==> src/rtl/reg_writeback_queue_pkg.sv <==
`default_nettype none
// ============================================================================
// Module   : reg_writeback_queue_pkg
// Purpose  : Shared processor constants for the writeback queue slice.
// Revision : 1.0 - initial release
// ============================================================================
package reg_writeback_queue_pkg;

    localparam int c_data_width  = 16;
    localparam int c_select_size = 3;
    localparam int c_num_regs    = 1 << c_select_size;

endpackage : reg_writeback_queue_pkg
`default_nettype wire

==> src/rtl/wb_fifo.sv <==
`default_nettype none
// ============================================================================
// Module   : wb_fifo
// Purpose  : Ordered storage for pending register writebacks with per-slot
//            occupancy so the top can compare every queued destination.
// Revision : 1.0 - initial release
// ============================================================================
module wb_fifo
    import reg_writeback_queue_pkg::*;
#(
    parameter int DATA_WIDTH  = c_data_width,
    parameter int SELECT_SIZE = c_select_size,
    parameter int DEPTH       = 4,
    localparam int PTR_W      = $clog2(DEPTH)
) (
    input  logic                              clk_i,
    input  logic                              reset_ni,
    input  logic                              push_i,
    input  logic [SELECT_SIZE-1:0]            dst_i,
    input  logic [DATA_WIDTH-1:0]             data_i,
    input  logic                              pop_i,
    output logic [SELECT_SIZE-1:0]            head_dst_o,
    output logic [DATA_WIDTH-1:0]             head_data_o,
    output logic [PTR_W:0]                    count_o,
    output logic [DEPTH-1:0]                  occ_o,
    output logic [DEPTH-1:0][SELECT_SIZE-1:0] slot_dst_o
);

    localparam logic [PTR_W-1:0] c_ptr_one = PTR_W'(1);
    localparam logic [PTR_W:0]   c_cnt_one = (PTR_W + 1)'(1);

    logic [SELECT_SIZE-1:0] r_dst_mem  [DEPTH];
    logic [DATA_WIDTH-1:0]  r_data_mem [DEPTH];
    logic [PTR_W-1:0]       r_wr_ptr;
    logic [PTR_W-1:0]       r_rd_ptr;
    logic [PTR_W:0]         r_count;

    // Payload storage needs no reset: occupancy alone decides what is live.
    always_ff @(posedge clk_i) begin
        if (push_i) begin
            r_dst_mem[r_wr_ptr]  <= dst_i;
            r_data_mem[r_wr_ptr] <= data_i;
        end
    end

    always_ff @(posedge clk_i or negedge reset_ni) begin
        if (!reset_ni) begin
            r_wr_ptr <= '0;
            r_rd_ptr <= '0;
            r_count  <= '0;
        end else begin
            if (push_i) r_wr_ptr <= r_wr_ptr + c_ptr_one;
            if (pop_i)  r_rd_ptr <= r_rd_ptr + c_ptr_one;
            case ({push_i, pop_i})
                2'b10:   r_count <= r_count + c_cnt_one;
                2'b01:   r_count <= r_count - c_cnt_one;
                default: r_count <= r_count;
            endcase
        end
    end

    assign head_dst_o  = r_dst_mem[r_rd_ptr];
    assign head_data_o = r_data_mem[r_rd_ptr];
    assign count_o     = r_count;

    generate
        for (genvar i = 0; i < DEPTH; i++) begin : g_slot
            logic [PTR_W-1:0] w_offset;
            // Distance from the head, modulo DEPTH, decides whether slot i is live.
            assign w_offset      = PTR_W'(i) - r_rd_ptr;
            assign occ_o[i]      = ({1'b0, w_offset} < r_count);
            assign slot_dst_o[i] = r_dst_mem[i];
        end
    endgenerate

endmodule : wb_fifo
`default_nettype wire

==> src/rtl/reg_writeback_queue.sv <==
`default_nettype none
// ============================================================================
// Module   : reg_writeback_queue
// Purpose  : Queues register writebacks, drains one per cycle into an
//            active-low write strobe and reports read-after-write hazards.
// Revision : 1.0 - initial release
// ============================================================================
module reg_writeback_queue
    import reg_writeback_queue_pkg::*;
#(
    parameter int DATA_WIDTH  = c_data_width,
    parameter int SELECT_SIZE = c_select_size,
    parameter int DEPTH       = 4,
    localparam int CNT_W      = $clog2(DEPTH) + 1
) (
    input  logic                   clk_i,
    input  logic                   reset_ni,
    input  logic                   wb_valid_i,
    output logic                   wb_ready_o,
    input  logic [SELECT_SIZE-1:0] wb_dst_i,
    input  logic [DATA_WIDTH-1:0]  wb_data_i,
    input  logic                   stall_i,
    output logic                   reg_we_o,
    output logic [SELECT_SIZE-1:0] reg_dst_o,
    output logic [DATA_WIDTH-1:0]  reg_data_o,
    input  logic [SELECT_SIZE-1:0] chk_src1_i,
    input  logic [SELECT_SIZE-1:0] chk_src2_i,
    output logic                   hazard1_o,
    output logic                   hazard2_o,
    output logic [CNT_W-1:0]       count_o
);

    logic                             w_push;
    logic                             w_pop;
    logic [SELECT_SIZE-1:0]           w_head_dst;
    logic [DATA_WIDTH-1:0]            w_head_data;
    logic [CNT_W-1:0]                 w_count;
    logic [DEPTH-1:0]                 w_occ;
    logic [DEPTH-1:0][SELECT_SIZE-1:0] w_slot_dst;
    logic [DEPTH-1:0]                 w_hit1;
    logic [DEPTH-1:0]                 w_hit2;

    logic                   r_we_n;
    logic [SELECT_SIZE-1:0] r_dst;
    logic [DATA_WIDTH-1:0]  r_data;

    // Ready is decided on the pre-edge count, so a full queue refuses a push
    // even in the cycle it pops.
    assign wb_ready_o = (w_count < CNT_W'(DEPTH)) && reset_ni;
    assign w_push     = wb_valid_i && wb_ready_o;
    assign w_pop      = (w_count != '0) && !stall_i;

    wb_fifo #(
        .DATA_WIDTH  (DATA_WIDTH),
        .SELECT_SIZE (SELECT_SIZE),
        .DEPTH       (DEPTH)
    ) u_wb_fifo (
        .clk_i       (clk_i),
        .reset_ni    (reset_ni),
        .push_i      (w_push),
        .dst_i       (wb_dst_i),
        .data_i      (wb_data_i),
        .pop_i       (w_pop),
        .head_dst_o  (w_head_dst),
        .head_data_o (w_head_data),
        .count_o     (w_count),
        .occ_o       (w_occ),
        .slot_dst_o  (w_slot_dst)
    );

    always_ff @(posedge clk_i or negedge reset_ni) begin
        if (!reset_ni) begin
            r_we_n <= 1'b1;
            r_dst  <= '0;
            r_data <= '0;
        end else begin
            r_we_n <= !w_pop;
            if (w_pop) begin
                r_dst  <= w_head_dst;
                r_data <= w_head_data;
            end
        end
    end

    generate
        for (genvar i = 0; i < DEPTH; i++) begin : g_hazard
            assign w_hit1[i] = w_occ[i] && (w_slot_dst[i] == chk_src1_i);
            assign w_hit2[i] = w_occ[i] && (w_slot_dst[i] == chk_src2_i);
        end
    endgenerate

    // The write being strobed this cycle is not yet visible in the register file.
    assign hazard1_o = (|w_hit1) || (!r_we_n && (r_dst == chk_src1_i));
    assign hazard2_o = (|w_hit2) || (!r_we_n && (r_dst == chk_src2_i));

    assign reg_we_o   = r_we_n;
    assign reg_dst_o  = r_dst;
    assign reg_data_o = r_data;
    assign count_o    = w_count;

endmodule : reg_writeback_queue
`default_nettype wire

==> config.mk <==
export PLATFORM = sky130hd
export DESIGN_NAME = reg_writeback_queue
export DESIGN_NICKNAME = d
export VERILOG_FILES = /design/src/rtl/reg_writeback_queue_pkg.sv /design/src/rtl/wb_fifo.sv /design/src/rtl/reg_writeback_queue.sv
export SDC_FILE = /design/constraint.sdc
export NUM_CORES = 1
export LEC_CHECK = 0
export ABC_CLOCK_PERIOD_IN_PS = 2350
export BUFFER_PORTS_ARGS = -buffer_cell sky130_fd_sc_hd__buf_2
export CORE_UTILIZATION = 60
export CTS_BUF_LIST = sky130_fd_sc_hd__clkbuf_8
export CTS_CLUSTER_DIAMETER = 100
export DETAILED_ROUTE_END_ITERATION = 7
export PLACE_DENSITY = 0.91
export SLEW_MARGIN = 10
export SYNTH_ARGS = -nofsm -noshare
export SYNTH_HDL_FRONTEND = slang
export SYNTH_SLANG_ARGS = --single-unit
==> constraint.sdc <==
create_clock -name clk_i -period 2.35 [get_ports clk_i]
set_input_delay 0.1175 -clock clk_i [delete_from_list [all_inputs] [get_ports clk_i]]
set_output_delay 0.1175 -clock clk_i [all_outputs]
set_load 0.01 [all_outputs]
* Word-level counts from Yosys, hierarchy flattened
Memory sizes are Yosys's and may differ from the RTL's. A register that Yosys moved wholly into a read port is not among the register bits.
Index checks and enable logic that the tools add are counted.
** Word-level totals
- Register bits after elaboration :: 8
- Bits in writable memories :: 76
- Output and inout port bits :: 26
- Memories :: 2
** Memories
- u_wb_fifo.r_data_mem :: depth 4, width 16, rd ports 1, clocked after memory_dff 1, wr ports 1, RTL line wb_fifo.sv:33 : logic [DATA_WIDTH-1:0] r_data_mem [DEPTH];
- u_wb_fifo.r_dst_mem :: depth 4, width 3, rd ports 5, clocked after memory_dff 1, wr ports 1, RTL line wb_fifo.sv:32 : logic [SELECT_SIZE-1:0] r_dst_mem [DEPTH];
** Cells by class
- $add $sub $neg :: 8
- Order comparisons :: 5
- Equality and inequality tests :: 12
- Muxes and demuxes :: 3
- Reductions and logical operators :: 24
** Operator list (count)
- $eq 3x3->1 :: 10
- $logic_and 1x1->1 :: 13
- $lt 2x3->1 :: 4
- $reduce_or 4->1 :: 2
- $pmux 3 s2 :: 1
- $logic_not 1->1 :: 5
- $add 2x1->2 const B :: 2
- $sub 1x2->2 const A :: 2
- $sub 2x2->2 const A :: 2
- $add 3x1->3 const B :: 1
- $lt 3x3->1 const B :: 1
- $reduce_bool 3->1 :: 1
- $sub 3x1->3 const B :: 1
- $eq 2x1->1 const B :: 1
- $eq 2x2->1 const B :: 1
- $logic_or 1x1->1 :: 2
- $mux 1 :: 2
- $reduce_bool 2->1 :: 1

* Depth between registers and ports, before layout
Gate-level depths: netlist of the first run.
- Word-level depth :: 5
- Mapped depth :: 10
- Gate-level depth less buffers :: 9

* Hierarchy
A second synthesis of the first run with hierarchy kept.
** Unflattened totals
- Cells, all modules :: 246
- Area total of the unflattened synthesis :: 4530.6 um^2
** Modules (own cells, without submodules)
- wb_fifo :: times used 1, cells an instance 152, area an instance 3283.1 um^2, seq. area each 2457.4 um^2
- reg_writeback_queue :: times used 1, cells an instance 94, area an instance 1247.4 um^2, seq. area each 501.7 um^2

* Worst setup path before layout of the first run
Ideal clock, no wire load.
- Path type :: register to register
- Start :: reg u_wb_fifo.r_count[2] (netlist: u_wb_fifo.count_o[2])
- End :: reg u_wb_fifo.r_count[2] (netlist: u_wb_fifo.count_o[2])
- Setup time :: 0.079 ns
- Arrival time :: 2.033 ns
- Slack :: 0.238 ns
- Cell stages (with the launch flop) :: 11
- Path buffers :: 2
- Period minus slack after synthesis :: 2.112 ns
- Cells stage by stage :: dfrtp_1 > buf_4 > nor3_1 > nor2_1 > buf_4 > ha_1 > inv_1 > fa_1 > xor2_1 > nor2_1 > xor2_1
** Between the ends
- Elaborated cells on any way between the ends :: 11
- Classes of those cells :: add/sub: 2; order compare: 1; eq/ne: 2; mux: 1; reduce/logical: 5
** RTL lines
- start, declared :: RTL line wb_fifo.sv:36 : logic [PTR_W:0] r_count;
- start signal, assigned :: RTL line wb_fifo.sv:55 : 2'b10: r_count <= r_count + c_cnt_one;
- start signal, assigned :: RTL line wb_fifo.sv:56 : 2'b01: r_count <= r_count - c_cnt_one;
- start signal, assigned :: RTL line wb_fifo.sv:57 : default: r_count <= r_count;
- $reduce_bool 3->1 * :: RTL line reg_writeback_queue.sv:51 : assign w_pop = (w_count != '0) && !stall_i;
- $logic_and 1x1->1 * :: RTL line reg_writeback_queue.sv:51
- via u_wb_fifo.pop_i :: RTL line wb_fifo.sv:21 : input logic pop_i,
- $eq 2x1->1 / $eq 2x2->1 (equally long branches) :: RTL line wb_fifo.sv:54 : case ({push_i, pop_i})
- $pmux 3 s2 / $reduce_bool 2->1 (equally long branches)
The timed path passes the listed nets; every way through them passes the cells marked *.
A chain may end at the register's enable or synchronous reset.

* Worst setup path in the final report of the first run
- Start :: reg u_wb_fifo.r_rd_ptr[0]
- End :: out hazard2_o
** Between the ends
- Longest elaborated chain between the ends :: 5
- Elaborated cells on any way between the ends :: 14
- Classes of those cells :: add/sub: 4; order compare: 4; reduce/logical: 6
** RTL lines
- start, declared :: RTL line wb_fifo.sv:35 : logic [PTR_W-1:0] r_rd_ptr;
- start signal, assigned :: RTL line wb_fifo.sv:53 : if (pop_i) r_rd_ptr <= r_rd_ptr + c_ptr_one;
- $sub 1x2->2 / $sub 2x2->2 (equally long branches) :: RTL line wb_fifo.sv:70 : assign w_offset = PTR_W'(i) - r_rd_ptr;
- $lt 2x3->1 :: RTL line wb_fifo.sv:71 : assign occ_o[i] = ({1'b0, w_offset} < r_count);
- $logic_and 1x1->1 :: RTL line reg_writeback_queue.sv:88 : assign w_hit2[i] = w_occ[i] && (w_slot_dst[i] == chk_src2_i);
- $reduce_or 4->1 * :: RTL line reg_writeback_queue.sv:94 : assign hazard2_o = (|w_hit2) || (!r_we_n && (r_dst == chk_src2_i));
- $logic_or 1x1->1 * :: RTL line reg_writeback_queue.sv:94
- end, declared :: RTL line reg_writeback_queue.sv:29 : output logic hazard2_o,
Every way passes the cells marked *; elsewhere a longest branch is shown, timed or not.

==> metrics.cfg, run 1 <==
[run_status]
run_status = finished clean

[timing]
worstMarginPinSlew_ns = 0.390
hold_viol_final = 0
rsz0062_at_grt = false
fmax_mhz = 471
finalCriticalPeriod_ns = 2.12
setup_violations = 0
period_share_pct = 90.4
fin_setup_tns_ns = 0
whs_ns = 0.174
fin_skew_ns = 0.0111
max_slew_margin_pct = 74.0
slew_violations = 0

[cts]
htree_levels = 3
cts.repair.resized = 0
cts_sinks = 103
clock_latency_ns = 0.36
cts_made_buffers = 9
ctsLongestPathBuffers = 2
clkSlewWorstSetupHoldPaths_ns = 0.11
tritoncts = yes
cts_root_buf = clkbuf_8

[cells_and_area]
layout-drive-gt1-share_pct = 34.5
syn_to_final_growth_pct = 17.8
num_antenna_cells = 0
final_util_pct = 72.7
nFillCells = 439
nNetsFinal = 362

[synthesis]
synth_nets = 283
synth_edf_count = 76
synth-seq-cells = 103
ys_top_cells_by_area = edfxtp_1 51%, dfrtp_1 15%, mux4_2 7.1%
ys_top_cells_by_count = 76 x edfxtp_1, 28 x xnor2_1, 26 x dfrtp_1, 14 x mux4_2, 10 x mux2_4
async_flop_share_pct = 26.2
yosysUniqueCellTypes = 33
synth_most_common_cell = edfxtp_1
syn_area_per_cell_um2 = 18.2
yosysTopAreaCell = edfxtp_1
synthesis.area_um2 = 4450
syn_inst = 244
yosys.area.top_type_share_pct = 51.3
ys_seq_area_share_pct = 66.5
ys_warn_count = 0
yosys_most_used_dff = edfxtp_1

[route]
vias = 2397
post-route-drc-count = 0
firstDrtPassIters = 4
drt-initial-drc-count = 118
wl_per_cell_um = 18.5
ant_nets = 0
wl_mm = 7.89
routed_via_density = 5.61

[critical_path]
worst-path-max-fanout = 6
end_kind = output pin
worstPathArrival_ns = 2.01
rrSetupSlack_ns = 0.29
crit_type = reg2out
required_ns = 2.23
cp-start-kind = flip-flop

[grt]
grt.total_usage_pct = 22.8
grt_start_max_net_pins = 28
grt_pass1_wl_mm = 12.4
met1_usage_pct = 28.8
use_met2_pct = 39.5
grt.busiest_layer = met2
antenna_found_initial = 0
grt_pass1_vias = 2400
grtUsageMet3_pct = 4.71
grt-ovfl-total = 0

[placement]
gp_congestion = 0.927
portBuffers = 54
dp_hpwl_mm = 5.16

[power]
ir_drop_mv = 0.627
power.leakage_nw = 2.00
power_density_nw_per_um2 = 1090

[floorplanning]
die-width_um = 88.1
core_um2 = 7210
rows = 31
dieArea_um2 = 7770
initial_core_util_pct = 61.7
die_y_um = 88.1
io_pins = 55

[min_path]
hp-class = in2reg

[job]
cap_violations = 0

[routing by layer]
metal	wire, um	share of wire (%)	vias up
met5	0	0	-
met4	127	1.6	0
met3	309	3.9	12
met2	4180	53	66
met1	3260	41	1234
li1	-	-	1085
[cells by family after synthesis]
kind of cell | share of synthesized area (%)
xor gates and xnor gates | 7.28
DFF | 66.5
AOI/OAI and AO/OA | 2.25
and+or+nand+nor | 2.36
muxes | 15.7
adders and majority gates | 2.98
buffers and inverters | 2.98
[repair_timing]
item                      in CTS  in global routing
setup buffers                  0                  0
hold buffers                  20                  0
hold endpoints to repair     102                  0
[report_power, final]
| group | switching, W | internal [W] |
|---|---|---|
| combinational | 0.000932 | 0.00105 |
| sequential | 0.000250 | 0.00230 |
| clock | 0.000648 | 0.000526 |
| total | 0.00183 | 0.00388 |
[per-stage QoR]
| step | worst slack [ns] | power, W | std cells | instance area [um^2] |
|---|---|---|---|---|
| after detailed placement | 0.327 | 0.00455 | 391 | 4820 |
| after CTS | 0.249 | 0.00575 | 427 | 5240 |
| after floorplan | 0.238 | 0.00401 | 244 | 4450 |
| final | 0.226 | 0.00571 | 427 | 5240 |
| after global routing | 0.0910 | 0.00603 | 427 | 5240 |
| after global placement | 0.399 | 0.00446 | 391 | 4820 |
[critical path, cell delays in order (launching register included)]
cell	delay (ns)
dfrtp_1	0.49
xnor2_1	0.24
ha_1	0.26
a21oi_1	0.24
o2111ai_1	0.16
nand4_1	0.12
buf_2	0.13
[cell usage in the layout (no fill, tap or decap), drive strengths merged, types with 2 or more instances in the layout]
master       count
a21oi            3
a41oi            2
and3             4
buf             62
clkbuf           9
clkinv           2
dfrtp           26
dlygate4sd3     20
edfxtp          76
ha               9
inv             13
mux2            19
mux4            19
nand2            3
nand4            4
nor2             2
nor4             2
o2111ai          4
o21ai            2
o21bai           2
xnor2           28
xor2             9
[worst paths after layout]
kind                                       start                    end  cells past startpoint
max                        u_wb_fifo.r_rd_ptr[0]              hazard2_o                      6
min                                   wb_valid_i  u_wb_fifo.r_wr_ptr[0]                      3
max reg2reg                 u_wb_fifo.count_o[2]   u_wb_fifo.count_o[2]                      9
min reg2reg                       reg_data_o[10]         reg_data_o[10]                      1
max in group asynchronous               reset_ni               reg_we_o                      3
min in group asynchronous               reset_ni         reg_data_o[11]                      3
[final cells by class]
class                           count  area (um^2)  share of cell area (%)
Clock buffer                        9          124                    2.36
Inverter                            9         33.8                   0.644
Multi-Input combinational cell    118         1360                    26.0
Tap cell                           99          124                    2.36
Sequential cell                   103         2960                    56.4
Clock inverter                      7         97.6                    1.86
Timing Repair Buffer               82          543                    10.4
[state kept, by name, indices dropped and copies added (netlist names)]
| name | flops |
|---|---|
| u_wb_fifo.r_rd_ptr | 2 |
| u_wb_fifo.r_data_mem | 64 |
| u_wb_fifo.r_wr_ptr | 2 |
| u_wb_fifo.count_o | 3 |
| reg_dst_o | 3 |
| u_wb_fifo.r_dst_mem | 12 |
| reg_we_o | 1 |
| reg_data_o | 16 |
(Power assumes the default switching activity.)
==> run 2, diff against run 1 <==
==> constraint.sdc (replaced) <==
create_clock -name clk_i -period 2.35 [get_ports clk_i]
set_input_delay 0.705 -clock clk_i [delete_from_list [all_inputs] [get_ports clk_i]]
set_output_delay 0.705 -clock clk_i [all_outputs]
set_load 0.01 [all_outputs]
==> run 2 against run 1 <==
The run now ends with negative setup slack left; via count is 0.96% lower; first-iteration DRC count is 5.1% lower; clock-buffer cell count unchanged; register-to-register slack barely moved; highest routed layer unchanged; combinational power rose by 15%; setup slack worse by 0.44 ns; clock skew is 0.0046 ns lower; hold slack gained 0.20 ns; non-clock buffer count is 6 lower; clock power shrank 18%.
==> metrics.cfg, run 2 (synthesis gave the netlist of run 1 again) <==
[floorplanning]
die-width_um = 88.1
initial_core_util_pct = 61.7
dieArea_um2 = 7770
core_um2 = 7210
die_y_um = 88.1
rows = 31
io_pins = 55

[cts]
cts_root_buf = clkbuf_8
clkSlewWorstSetupHoldPaths_ns = 0.09
ctsLongestPathBuffers = 2
clock_latency_ns = 0.35
htree_levels = 3
cts_made_buffers = 9
tritoncts = yes
cts_sinks = 103
hold_buffers = 0

[critical_path]
required_ns = 1.64
reg2reg_from = u_wb_fifo.count_o[2]
crit_cells = 7
slowest_delay_ns = 0.44
rrSetupSlack_ns = 0.29
end_kind = output pin
worstPathArrival_ns = 1.86
crit_type = reg2out
rr_endpoint = u_wb_fifo.count_o[2]
cp_cell_sequence = inv_2 > ha_4 > a21boi_2 > o21bai_1 > a41oi_1 > nand4_1 > buf_2
cp_slowest_cell = dfrtp_1
crit_family = compound AO/OA/AOI/OAI gates
worstRegToRegCells = 9
cp-start-kind = flip-flop
worst-path-max-fanout = 3
worst-path-buf-inv = 2

[timing]
setup_violations = 2
hold_viol_final = 0
worstMarginPinSlew_ns = 0.403
fmax_mhz = 389
period_share_pct = 109
max_slew_margin_pct = 73.2
timing.final.ws_setup_ns = -0.218
rsz0062_at_grt = true
finalCriticalPeriod_ns = 2.57
slew_violations = 0
fin_skew_ns = 0.00655

[grt]
grt_start_max_net_pins = 28
grt_pass1_vias = 2548
grt-ovfl-total = 0
grt.total_usage_pct = 23.2
grt_pass1_wl_mm = 12.6
antenna_found_initial = 0

[cells_and_area]
layout.cells.most_common = edfxtp_1
nFillCells = 462
layout-drive-gt1-share_pct = 43.2
fin_cells = 421
num_antenna_cells = 0
syn_to_final_growth_pct = 16.0
final_util_pct = 71.6
layout_common_cells = 76 x edfxtp_1, 54 x buf_2, 27 x xnor2_1
largest_reg_flops = 64
nNetsFinal = 356
regMostFlops = u_wb_fifo.r_data_mem

[run_status]
violations = negative setup slack
run_status = finished with violations

[power]
swShare_pct = 32.6
p_int_w = 0.00390
pwr-share-clk_pct = 16.7
pwr-share-comb_pct = 39.4
power_switching_w = 0.00189
power.leakage_nw = 1.97
power_density_nw_per_um2 = 1120
seq_power_share_pct = 44.0
ir_drop_mv = 0.547

[min_path]
hp-class = in2async

[route]
ant_nets = 0
wl_mm = 8.02
vias = 2374
firstDrtPassIters = 4
post-route-drc-count = 0
routed_via_density = 5.64
drt-initial-drc-count = 112
wl_per_cell_um = 19.0

[placement]
portBuffers = 54
dp_hpwl_mm = 5.51
dp_cells = 401
gp_congestion = 0.897

[job]
cap_violations = 0

## run 2: per-stage QoR
stage | setup TNS (ns) | cell area (um^2) | hold WS, ns | worst slack (ns) | total power, W
floorplan | 0 | 4450 | 0.409 | 0.00267 | 0.00401
global placement | 0 | 4880 | 0.485 | 0.0954 | 0.00452
detailed placement | 0 | 4880 | 0.490 | 0.00346 | 0.00464
CTS | -0.428 | 5110 | 0.378 | -0.220 | 0.00574
global route | -0.520 | 5170 | 0.402 | -0.273 | 0.00615
finish | -0.395 | 5170 | 0.374 | -0.218 | 0.00579
## run 2: final cells by class
class / count / area, um^2 / share of cell area, %
clock buffer: 9 / 124 / 2.40
clock inverter: 7 / 48.8 / 0.945
inverter: 9 / 33.8 / 0.654
multi-input combinational: 118 / 1440 / 27.9
sequential: 103 / 2960 / 57.3
tap: 99 / 124 / 2.40
timing repair buffer: 76 / 435 / 8.43
## run 2: worst register-to-register path, delay by kind of cell (launching register included)
kind	cells	cell delay, ns
DFF	1	0.59
and+or+nand+nor	3	0.42
adders and majority gates	2	0.54
buffers and inverters	2	0.12
xor gates and xnor gates	2	0.31
## run 2: power groups by stage
stage          Clock, W  Combinational [W]  Sequential, W
6_report       0.000964            0.00228        0.00255
5_1_grt         0.00106            0.00250        0.00259
4_1_cts        0.000995            0.00220        0.00254
3_5_place_dp          0            0.00206        0.00257
3_3_place_gp          0            0.00197        0.00255
2_1_floorplan         0            0.00140        0.00261
## run 2: worst max path at each step
stage / startpoint / end / slack [ns]
floorplan: u_wb_fifo.r_rd_ptr[1] / hazard2_o / 0.003
detailed placement: chk_src1_i[2] / hazard1_o / 0.003
global placement: chk_src2_i[2] / hazard2_o / 0.1
finish: u_wb_fifo.r_rd_ptr[1] / hazard1_o / -0.22
CTS: u_wb_fifo.r_rd_ptr[1] / hazard1_o / -0.22
global route: u_wb_fifo.r_rd_ptr[1] / hazard1_o / -0.27
## run 2: repair_timing
action | in CTS | in global routing
buffers inserted | 3 | 1
pin swaps | 4 | 2
endpoints found under the hold margin | 0 | 0
endpoints found under the setup margin | 2 | 2
resized for setup | 9 | 7
## run 2: metal layers
metal,track usage (%),up-vias,routed length (um)
li1,-,1069,-
met1,26.8,1208,3130
met2,41.6,83,4280
met3,4.71,14,453
met4,10.9,0,151
met5,0,-,0
==> run 3, diff against run 2 <==
--- a/config.mk
+++ b/config.mk
@@ -7,11 +7,11 @@
 export LEC_CHECK = 0
 export ABC_CLOCK_PERIOD_IN_PS = 2350
 export BUFFER_PORTS_ARGS = -buffer_cell sky130_fd_sc_hd__buf_2
-export CORE_UTILIZATION = 60
+export CORE_UTILIZATION = 50
 export CTS_BUF_LIST = sky130_fd_sc_hd__clkbuf_8
 export CTS_CLUSTER_DIAMETER = 100
 export DETAILED_ROUTE_END_ITERATION = 7
-export PLACE_DENSITY = 0.91
+export PLACE_DENSITY = 0.79
 export SLEW_MARGIN = 10
 export SYNTH_ARGS = -nofsm -noshare
 export SYNTH_HDL_FRONTEND = slang
==> run 3 against run 2 <==
Final cell count up 0.95%; global-route usage fell by 4.7 points; power grew 0.17%; critical path type unchanged; flip-flop and latch count is the same; routed wire length fell by 4.4%; setup slack better by 0.0010 ns; clock power grew 10%; critical path depth unchanged; non-clock buffer count is 5 lower; the run still ends with negative setup slack left; clock-buffer cell count did not move; core utilization down 12 points.
==> metrics.cfg, run 3 (synthesis gave the netlist of run 1 again) <==
[route]
wl_per_cell_um = 18.0
firstDrtPassIters = 4
wl_mm = 7.67
drt-initial-drc-count = 95
vias = 2304
routed_via_density = 5.42
ant_nets = 0
post-route-drc-count = 0

[cts]
clkSlewWorstSetupHoldPaths_ns = 0.10
tritoncts = yes
htree_levels = 3
ctsLongestPathBuffers = 2
clock_latency_ns = 0.37
cts_made_buffers = 9
cts_root_buf = clkbuf_8
cts_sinks = 103

[timing]
setup_violations = 2
rsz0062_at_grt = true
slew_violations = 0
fmax_mhz = 390
max_slew_margin_pct = 71.6
fin_skew_ns = 0.00781
hold_viol_final = 0
whs_ns = 0.360
period_share_pct = 109
worstMarginPinSlew_ns = 0.426
finalCriticalPeriod_ns = 2.57
timing.final.ws_setup_ns = -0.217

[floorplanning]
die-width_um = 96.4
io_pins = 55
dieArea_um2 = 9290
initial_core_util_pct = 51.3
die_y_um = 96.4
core_um2 = 8680
rows = 34

[grt]
grt_pass1_wl_mm = 12.0
antenna_found_initial = 0
grt_pass1_vias = 2398
grt-ovfl-total = 0
grt_start_max_net_pins = 28
grt.total_usage_pct = 18.4

[critical_path]
required_ns = 1.64
slowest_delay_ns = 0.45
end_kind = output pin
cp-start-kind = flip-flop
cp_cell_sequence = xnor2_2 > inv_2 > ha_4 > a21oi_4 > o2111ai_2 > nand4_1 > buf_2
cp_slowest_cell = dfrtp_2
worst-path-max-fanout = 3
worstPathArrival_ns = 1.86
crit_type = reg2out

[cells_and_area]
syn_to_final_growth_pct = 16.0
num_antenna_cells = 0
largest_reg_flops = 64
regMostFlops = u_wb_fifo.r_data_mem
fin_cells = 425
layout-drive-gt1-share_pct = 42.9
layout_common_cells = 76 x edfxtp_1, 54 x buf_2, 27 x xnor2_1
layout.cells.most_common = edfxtp_1
nNetsFinal = 351

[power]
seq_power_share_pct = 44.0
pwr-share-comb_pct = 37.8
p_int_w = 0.00389
power_switching_w = 0.00191
pwr-share-clk_pct = 18.2
power_density_nw_per_um2 = 1120
power.leakage_nw = 1.95
swShare_pct = 32.9
ir_drop_mv = 0.536

[placement]
portBuffers = 54
dp_cells = 407
dp_hpwl_mm = 5.14
gp_congestion = 0.763

[job]
cap_violations = 0

[run_status]
violations = negative setup slack
run_status = finished with violations

[min_path]
hp-class = in2async

-- run 3: path summary, 6_finish.rpt --
check | startpoint | to | slack (ns) | cells past startpoint
setup / recovery | u_wb_fifo.r_rd_ptr[1] | hazard2_o | -0.22 | 7
hold / removal | reset_ni | reg_data_o[7] | 0.36 | 2
setup reg to reg | u_wb_fifo.count_o[2] | u_wb_fifo.count_o[2] | 0.29 | 9
hold reg to reg | reg_data_o[12] | reg_data_o[12] | 0.52 | 1
max in group asynchronous | reset_ni | reg_we_o | 1.66 | 2
min in group clk_i | reg_data_o[12] | reg_data_o[12] | 0.52 | 1
-- run 3: layer usage --
layer / vias to the layer above / share of wire, % / track usage, %
met1: 1177 / 42 / 21.8
met3: 13 / 3.6 / 3.79
met4: 0 / 2.2 / 8.70
met5: - / 0 / 0
li1: 1060 / - / -
met2: 54 / 52 / 32.3
-- run 3: worst max-delay path: cells and delay by family (launching register included) --
kind,cells,cell delay [ns]
AOI/OAI and AO/OA,2,0.24
adders and majority gates,1,0.27
buffers and inverters,2,0.21
and+or+nand+nor,1,0.11
DFF,1,0.45
xor gates and xnor gates,1,0.21
-- run 3: power by group through the flow --
stage | Sequential [W] | Clock, W | Combinational (W)
floorplan | 0.00261 | 0 | 0.00140
global placement | 0.00257 | 0 | 0.00193
detailed placement | 0.00258 | 0 | 0.00197
CTS | 0.00255 | 0.00109 | 0.00204
global route | 0.00259 | 0.00115 | 0.00240
finish | 0.00255 | 0.00106 | 0.00219
-- run 3: layout make-up --
cell class | count | area [um^2]
clock buffer | 9 | 124
clock inverter | 7 | 73.8
fill | 657 | 3510
inverter | 9 | 33.8
multi-input combinational | 118 | 1440
sequential | 103 | 2960
tap | 108 | 135
timing repair buffer | 71 | 402
-- run 3: metrics by stage --
| stage | setup slack [ns] | total power [W] | area [um^2] | util (%) | setup TNS, ns |
|---|---|---|---|---|---|
| floorplan | 0.00267 | 0.00401 | 4450 | - | 0 |
| global placement | 0.0952 | 0.00450 | 4870 | 56.2 | 0 |
| detailed placement | 0.0521 | 0.00455 | 4870 | 56.2 | 0 |
| CTS | -0.233 | 0.00567 | 5100 | 58.7 | -0.464 |
| global route | -0.297 | 0.00615 | 5170 | 59.5 | -0.587 |
| finish | -0.217 | 0.00580 | 5170 | 59.5 | -0.423 |
-- run 3: timing repair --
action                     4_1_cts  5_1_grt
hold buffers                     0        0
gates resized for setup          4       13
setup buffers                    2        0
setup endpoints to repair        2        2
pin swaps                        1        6
hold endpoints to repair         0        0
